### src/rtl/rv32i_if_fetch_if.sv
// Instruction-memory bus between the fetch stage (master) and a synchronous
// instruction memory with a fixed one-cycle read latency (slave).
interface rv32i_if_fetch_if;
    logic        imem_rd_en;
    logic [31:0] imem_addr;
    logic [31:0] imem_rdata;

    modport master (
        output imem_rd_en,
        output imem_addr,
        input  imem_rdata
    );

    modport slave (
        input  imem_rd_en,
        input  imem_addr,
        output imem_rdata
    );
endinterface

### src/rtl/rv32i_if_fetch.sv
// RV32I instruction-fetch stage: owns the PC, reads a 1-cycle-latency imem,
// buffers one word in a skid register and applies jump redirects from decode.
module rv32i_if_fetch #(
    parameter logic [31:0] RESET_PC = 32'h0000_0000,
    parameter logic [31:0] NOP_IW   = 32'h0000_0013
) (
    input  logic                    clk,
    input  logic                    reset,
    input  logic                    stall_in,
    input  logic                    halt_in,
    input  logic                    jump_en_in,
    input  logic [31:0]             jump_addr_in,
    rv32i_if_fetch_if.master        imem,
    output logic [31:0]             pc_out,
    output logic [31:0]             iw_out,
    output logic                    iw_valid,
    output logic                    jump_en_out,
    output logic                    misalign_err
);

    // Handshake: iw_valid qualifies {pc_out, iw_out}. Decode takes the word in
    // any cycle where stall_in is low; while stall_in is high the word is held.

    logic [31:0] pc_q;
    logic        req_pending;
    logic [31:0] req_pc;
    logic        skid_valid;
    logic [31:0] skid_pc;
    logic [31:0] skid_iw;

    logic        issue;
    logic [31:0] issue_addr;

    logic [31:0] pc_q_d;
    logic        req_pending_d;
    logic [31:0] req_pc_d;
    logic        skid_valid_d;
    logic [31:0] skid_pc_d;
    logic [31:0] skid_iw_d;
    logic [31:0] pc_out_d;
    logic [31:0] iw_out_d;
    logic        iw_valid_d;
    logic        jump_en_out_d;
    logic        misalign_err_d;

    // A full skid always coincides with stall_in, so the stall term alone blocks
    // issue; the cycle stall drops the skid drains and a new fetch goes out.
    always_comb begin
        issue      = 1'b0;
        issue_addr = pc_q;
        if (reset) begin
            issue = 1'b0;
        end else if (jump_en_in) begin
            issue      = 1'b1;
            issue_addr = {jump_addr_in[31:2], 2'b00};
        end else if (!halt_in && !stall_in) begin
            issue      = 1'b1;
            issue_addr = pc_q;
        end
    end

    assign imem.imem_rd_en = issue;
    assign imem.imem_addr  = issue_addr;

    always_comb begin
        pc_q_d         = issue ? issue_addr + 32'd4 : pc_q;
        req_pending_d  = issue;
        req_pc_d       = issue ? issue_addr : req_pc;
        skid_valid_d   = skid_valid;
        skid_pc_d      = skid_pc;
        skid_iw_d      = skid_iw;
        pc_out_d       = pc_out;
        iw_out_d       = iw_out;
        iw_valid_d     = iw_valid;
        jump_en_out_d  = jump_en_in;
        misalign_err_d = misalign_err | (jump_en_in & (|jump_addr_in[1:0]));

        if (jump_en_in) begin
            // Redirect squashes both the in-flight response and any buffered word.
            skid_valid_d = 1'b0;
            iw_out_d     = NOP_IW;
            iw_valid_d   = 1'b0;
        end else if (stall_in) begin
            if (req_pending) begin
                skid_valid_d = 1'b1;
                skid_pc_d    = req_pc;
                skid_iw_d    = imem.imem_rdata;
            end
        end else if (skid_valid) begin
            pc_out_d     = skid_pc;
            iw_out_d     = skid_iw;
            iw_valid_d   = 1'b1;
            skid_valid_d = 1'b0;
        end else if (req_pending) begin
            pc_out_d   = req_pc;
            iw_out_d   = imem.imem_rdata;
            iw_valid_d = 1'b1;
        end else begin
            iw_out_d   = NOP_IW;
            iw_valid_d = 1'b0;
        end
    end

    always_ff @(posedge clk) begin
        if (reset) begin
            pc_q         <= RESET_PC;
            req_pending  <= 1'b0;
            req_pc       <= 32'h0;
            skid_valid   <= 1'b0;
            skid_pc      <= 32'h0;
            skid_iw      <= NOP_IW;
            pc_out       <= 32'h0;
            iw_out       <= NOP_IW;
            iw_valid     <= 1'b0;
            jump_en_out  <= 1'b0;
            misalign_err <= 1'b0;
        end else begin
            pc_q         <= pc_q_d;
            req_pending  <= req_pending_d;
            req_pc       <= req_pc_d;
            skid_valid   <= skid_valid_d;
            skid_pc      <= skid_pc_d;
            skid_iw      <= skid_iw_d;
            pc_out       <= pc_out_d;
            iw_out       <= iw_out_d;
            iw_valid     <= iw_valid_d;
            jump_en_out  <= jump_en_out_d;
            misalign_err <= misalign_err_d;
        end
    end

endmodule

### src/flat_wrapper.sv
// flat-port wrapper written by rule: the top's interface ports become plain ports
module rv32i_if_fetch_flat 
#(
    parameter logic [31:0] RESET_PC = 32'h0000_0000,
    parameter logic [31:0] NOP_IW   = 32'h0000_0013
)
  (clk, reset, stall_in, halt_in, jump_en_in, jump_addr_in, pc_out, iw_out, iw_valid, jump_en_out, misalign_err, imem_imem_rd_en, imem_imem_addr, imem_imem_rdata);
  rv32i_if_fetch_if imem_i ();
  input  logic clk;
  input  logic reset;
  input  logic stall_in;
  input  logic halt_in;
  input  logic jump_en_in;
  input  logic [31:0] jump_addr_in;
  output logic [31:0] pc_out;
  output logic [31:0] iw_out;
  output logic iw_valid;
  output logic jump_en_out;
  output logic misalign_err;
  output wire logic [$bits(imem_i.imem_rd_en)-1:0] imem_imem_rd_en;
  output wire logic [$bits(imem_i.imem_addr)-1:0] imem_imem_addr;
  input wire logic [$bits(imem_i.imem_rdata)-1:0] imem_imem_rdata;
  assign imem_imem_rd_en = imem_i.imem_rd_en;
  assign imem_imem_addr = imem_i.imem_addr;
  assign imem_i.imem_rdata = imem_imem_rdata;
  rv32i_if_fetch #(.RESET_PC(RESET_PC), .NOP_IW(NOP_IW)) u_core (.clk(clk), .reset(reset), .stall_in(stall_in), .halt_in(halt_in), .jump_en_in(jump_en_in), .jump_addr_in(jump_addr_in), .imem(imem_i), .pc_out(pc_out), .iw_out(iw_out), .iw_valid(iw_valid), .jump_en_out(jump_en_out), .misalign_err(misalign_err));
endmodule
### config.mk
export PLATFORM = sky130hd
export DESIGN_NAME = rv32i_if_fetch_flat
export DESIGN_NICKNAME = d
export VERILOG_FILES = /design/src/rtl/rv32i_if_fetch_if.sv /design/src/rtl/rv32i_if_fetch.sv /design/src/flat_wrapper.sv
export SDC_FILE = /design/constraint.sdc
export NUM_CORES = 1
export LEC_CHECK = 0
export CORE_ASPECT_RATIO = 1.4
export CORE_UTILIZATION = 50
export CTS_BUF_LIST = sky130_fd_sc_hd__clkbuf_4 sky130_fd_sc_hd__clkbuf_8 sky130_fd_sc_hd__clkbuf_16
export CTS_CLUSTER_DIAMETER = 80
export CTS_CLUSTER_SIZE = 10
export DETAILED_ROUTE_END_ITERATION = 12
export PLACE_DENSITY_LB_ADDON = 0.08
export SLEW_MARGIN = 20
export SYNTH_ARGS = -nofsm -noshare
export SYNTH_HDL_FRONTEND = slang
export SYNTH_SLANG_ARGS = --single-unit
### constraint.sdc
create_clock -name clk -period 3.9 [get_ports clk]
set_input_delay 0.78 -clock clk [delete_from_list [all_inputs] [get_ports clk]]
set_output_delay 0.78 -clock clk [all_outputs]
set_load 0.02 [all_outputs]
### Yosys cells after proc, flatten, opt, wreduce, memory -nomap -nowiden

Index checks and enable logic that the tools add are counted.

| storage, ports and cells | value |
|---|---|
| logic and storage cells | 36 |
| register bits | 197 |
| bits of input ports | 69 |
| bits in read-only memories | 0 |
| memory bits (writable) | 0 |
| memories kept | 0 |
| output and inout port bits | 100 |
| bits in latches | 0 |

| cells by class | value |
|---|---|
| divide/modulo/power cells | 0 |
| equality and inequality tests | 0 |
| bitwise operators | 4 |
| order comparisons | 0 |
| add/subtract/negate cells | 1 |
| shifts and indexed selects | 0 |
| multiply operators | 0 |
| reduce and logical (&&, ||, !) cells | 9 |
| mux-type cells | 11 |

Operators by type and width:

| operator | count |
|---|---|
| $mux W32 | 6 |
| $add A32 B3 Y32 const B | 1 |
| $reduce_and A3 Y1 | 2 |
| $mux W1 | 5 |
| $reduce_or A2 Y1 | 2 |
| $reduce_or A3 Y1 | 1 |
| $logic_not A1 Y1 | 2 |
| $not A1 Y1 | 2 |
| $reduce_bool A2 Y1 | 1 |
| $and A1 B1 Y1 | 1 |
| $logic_and A1 B1 Y1 | 1 |
| $or A1 B1 Y1 | 1 |

### Logic depth before layout (Yosys ltp)

| depth | value |
|---|---|
| depth in word-level cells | 5 |
| depth in mapped cells | 13 |
| mapped depth without buffers | 9 |

### Least setup slack after synthesis

Ideal clock, no wire load.

| timing | value |
|---|---|
| path kind | input -> register |
| from | in reset |
| to | reg u_core.pc_q[30] |
| path slack | 0.636 ns |
| stages | 13 |
| setup time | 0.084 ns |
| arrival | 3.179 ns |
| cells stage by stage | buf_6 -> nand2b_4 -> buf_4 -> buf_2 -> clkbuf_1 -> nand2_1 -> nand2_1 -> ha_1 -> clkbuf_1 -> nand3_4 -> nor4_4 -> a21oi_1 -> o31ai_2 |

| on the way | value |
|---|---|
| cells in the longest elaborated chain, start to end | 2 |
| elaborated cells on any way between the ends | 3 |

RTL lines:

| element | RTL line | RTL |
|---|---|---|
| start: declaration | flat_wrapper.sv:10 | `input logic reset;` |
| $mux W32 | rv32i_if_fetch.sv:51 | `if (reset) begin` |
| net imem_imem_addr[3] | flat_wrapper.sv:21 | `output wire logic [$bits(imem_i.imem_addr)-1:0] imem_imem_addr;` |
| $add A32 B3 Y32 | rv32i_if_fetch.sv:66 | `pc_q_d = issue ? issue_addr + 32'd4 : pc_q;` |
| end signal: assignment | rv32i_if_fetch.sv:118 | `pc_q <= pc_q_d;` |
| end: declaration | rv32i_if_fetch.sv:24 | `logic [31:0] pc_q;` |

The timed path passes the listed nets, and every way through them passes these cells.
A chain may end at the register's enable or synchronous reset.

### Worst setup path in the final report

| timing | value |
|---|---|
| from | in jump_en_in |
| to | out imem_imem_addr[26] |

| on the way | value |
|---|---|
| cells in the longest elaborated chain, start to end | 2 |

RTL lines:

| element | RTL line | RTL |
|---|---|---|
| start: declaration | flat_wrapper.sv:13 | `input logic jump_en_in;` |
| $mux W32 | rv32i_if_fetch.sv:53 | `end else if (jump_en_in) begin` |
| $mux W32 | rv32i_if_fetch.sv:51 |  |
| end: declaration | flat_wrapper.sv:21 |  |

No other way between the ends.

==> results.md <==
* Outcome: complete, no violations
* Crit path cell chain: clkdlybuf4s50_1 > nand2b_4 > buf_4 > nand2_1 > nand2_1 > clkdlybuf4s50_1
* FFs w/ async S/R, synth at 0%
* DIE WIDTH at 113 um
* Syn_area_per_cell at 7.85 um2
* CP Data Arrival Time at 2.79 ns
* Number of synthesized register bits at about 200
* Slowest cell on the critical path: clkdlybuf4s50_1
* Detail Placement HPWL at 15.6 mm
* Longest Clk Path Bufs at 2
* Area delta synth->final at 27.7%
* First-pass GRT wire length at 37.1 mm
* Area after DPL at 10500 um2
* Clock-pin slew on the worst setup and hold paths at 0.07 ns
* Number of max-cap violations at 0
* CTS Sinks at 195
* Vias in the first global route at 7221
* Adder-Cell Fraction of Synth Area at 0.144%
* Hold Path Class: reg2reg
* VDD IR max at 278 uV
* Synth Area in Compound Gates at 15.8%
* Drt wl/cell at 15.8 um
* CP max stage delay at 0.64 ns
* CTS buffer count at 17
* Die H at 158 um
* Post-synthesis xor/xnor area fraction at approximately 1.7%
* Worst Max-Slew Pin Slew at around 0.89 ns
* Share of the clock period used by the worst path at about nine tenths
* Setup_tns at 0 ns
* Post-synth EDFFs at 0
* CP Launch Type: input pin
* Final setup fails at 0
* Largest family of logic cells by synthesized area: simple AND/OR/NAND/NOR gates
* Largest net degree at the start of global routing at 92
* Post CTS Setup Buffer Count at 0
* Hold-fix buffers, CTS at 0
* Standard-cell row count at 56
* Gr ovfl total at 0
* Share of layout cells above drive strength 1 at 7.30%
* Minimum clock period at 3.57 ns
* ANT nets after route at 0
* Yosys warning count at 0
* # H-tree levels at 4
* Simple-gate share of the synthesized area at between 20% and 30%
* Mux cell area share after synthesis at 7.72%
* Fmax achieved at 0.280 GHz
* Cells after synthesis at roughly 1100
* Worst slack, placed at 0.360 ns
* Ranking of synthesized cells by area: dfxtp_1 (45%), nand2_1 (12%), a21oi_1 (7.1%)
* Drt total wl at 23.3 mm
* Vias at 7850
* LEAKAGE at 0.00407 uW
* RSZ-0062 raised after global routing: no
* CP Capture Type: primary output
* Synth Cell Area at 8700 um2
* Max FO, Critical Path at 38
* Worst Setup Path Type: in2out
* P per Cell Area at 408 nW/um2
* Fin. Hold Viols at 0
* Clock latency on the worst-skew pair at 0.43 ns
* Max-slew violations at 0
* Synth top area share at 44.9%
* Final #Nets at 1304
* CORE AREA at 16900 um2
* Sequential area share after synthesis at 44.9%
* Ys flop type: dfxtp_1
* GRT Resource Usage Total at approximately a quarter
* Initial antenna violation count at 0
* TritonCTS clock tree: built
* Commonest cells in the netlist: nand2_1 (269), dfxtp_1 (195), nor2_1 (129)
* Port bufs at 168
* Starting density of the core at 51.5%
* N_diodes at 0
* I/O pin cnt at 169
* Final Cell Area at 11100 um2
* Largest area contributor in the netlist: dfxtp_1
* Clock skew at 0.00977 ns
* PostCTS Resize Cnt at 0
* Vias per inst at roughly 5.3
* Relative slew slack at 40.8%
* Count leader, synth: nand2_1
* Syn_nets at 1179
* Pre-antenna DRT Iters at 5
* DRC Markers at 0
* Worst EP required at 3.12 ns
* Setup ws final at 0.329 ns
* Die Area at 17900 um2
* Root Driver: clkbuf_16
* Routability cong. at 0.877
* Drt initial violations at 642
* Post-synth cell types at 63
==> worst max-delay path: cells and delay by family <==
family                 cells  cell delay [ns]
buffers and inverters      3             1.56
and+or+nand+nor            3             0.41
==> state kept, by name, summed over array words and instances, names as in the netlist <==
| name | cells |
|---|---|
| u_core.iw_out | 32 |
| u_core.pc_out | 32 |
| u_core.req_pc | 32 |
| u_core.skid_iw | 32 |
| u_core.skid_pc | 32 |
| u_core.pc_q | 30 |
| u_core.iw_valid | 1 |
| u_core.jump_en_out | 1 |
| u_core.misalign_err | 1 |
| u_core.req_pending | 1 |
| u_core.skid_valid | 1 |
==> metrics by stage <==
stage          std cells  hold slack [ns]  power [uW]  util (%)
6_report            1479            0.454        4530      65.8
2_1_floorplan       1109            0.436        2530         -
4_1_cts             1479            0.454        4570      65.8
5_1_grt             1479            0.470        4710      65.8
3_3_place_gp        1447            0.438        2820      62.3
3_5_place_dp        1447            0.443        2820      62.3
==> cells by family (layout without fill, tap and decap cells) <==
group                      Yosys count  after routing
AOI/OAI and AO/OA                  229            229
xor gates and xnor gates            17             17
adders and majority gates            1              1
buffers and inverters              105            243
DFF                                195            195
muxes                               61             61
and+or+nand+nor                    501            501
==> layout by cell type, fill, tap and decap left out, types with 3 or more instances in the layout <==
cell,Yosys,routed
a211oi_1,34,34
a21oi_1,124,124
a221oi_1,3,3
a22oi_1,10,10
a31o_2,4,4
a31oi_1,3,3
and2_1,4,4
and3_1,16,16
and4_1,3,3
buf_4,1,23
clkbuf_16,0,17
clkdlybuf4s50_1,0,166
clkinvlp_4,0,3
dfxtp_1,195,194
inv_1,17,17
inv_6,0,3
mux2_2,5,5
mux2i_1,50,50
mux2i_4,4,4
nand2_1,269,269
nand3_1,48,48
nor2_1,129,128
nor2b_1,5,5
nor3_1,4,4
o211ai_1,8,8
o21ai_0,23,22
o21ai_1,6,6
xnor2_1,15,15
==> power by group <==
group          leakage, uW  total, uW  internal (uW)  switching [uW]
clock network     0.000284       1750            971             784
logic              0.00220        641            278             364
registers          0.00159       2140           2070            63.7
==> cell type report <==
cell class	instances	area, um2
Fill cell	1458	5780
Multi-Input combinational cell	809	4400
Sequential cell	195	3910
Tap cell	232	290
Clock inverter	13	153
Inverter	21	81.3
Timing Repair Buffer	190	1840
Clock buffer	19	440
==> worst paths after layout <==
kind / start / to / slack (ns) / depth (start not counted)
setup reg to reg: u_core.pc_q[6] / u_core.pc_q[11] / 1.79 / 6
hold / removal: u_core.skid_pc[27] / u_core.skid_pc[27] / 0.45 / 2
setup / recovery: jump_en_in / imem_imem_addr[26] / 0.33 / 6
hold reg to reg: u_core.skid_pc[27] / u_core.skid_pc[27] / 0.45 / 2
==> layer usage <==
layer	share of wire [%]	global-route usage (%)	vias up
met3	4.1	4.48	15
met1	45	33.1	3654
met5	0	0	-
met2	50	46.4	185
met4	0.99	6.77	0
li1	-	-	3996
No activity file was read; power rests on OpenSTA's default activity.
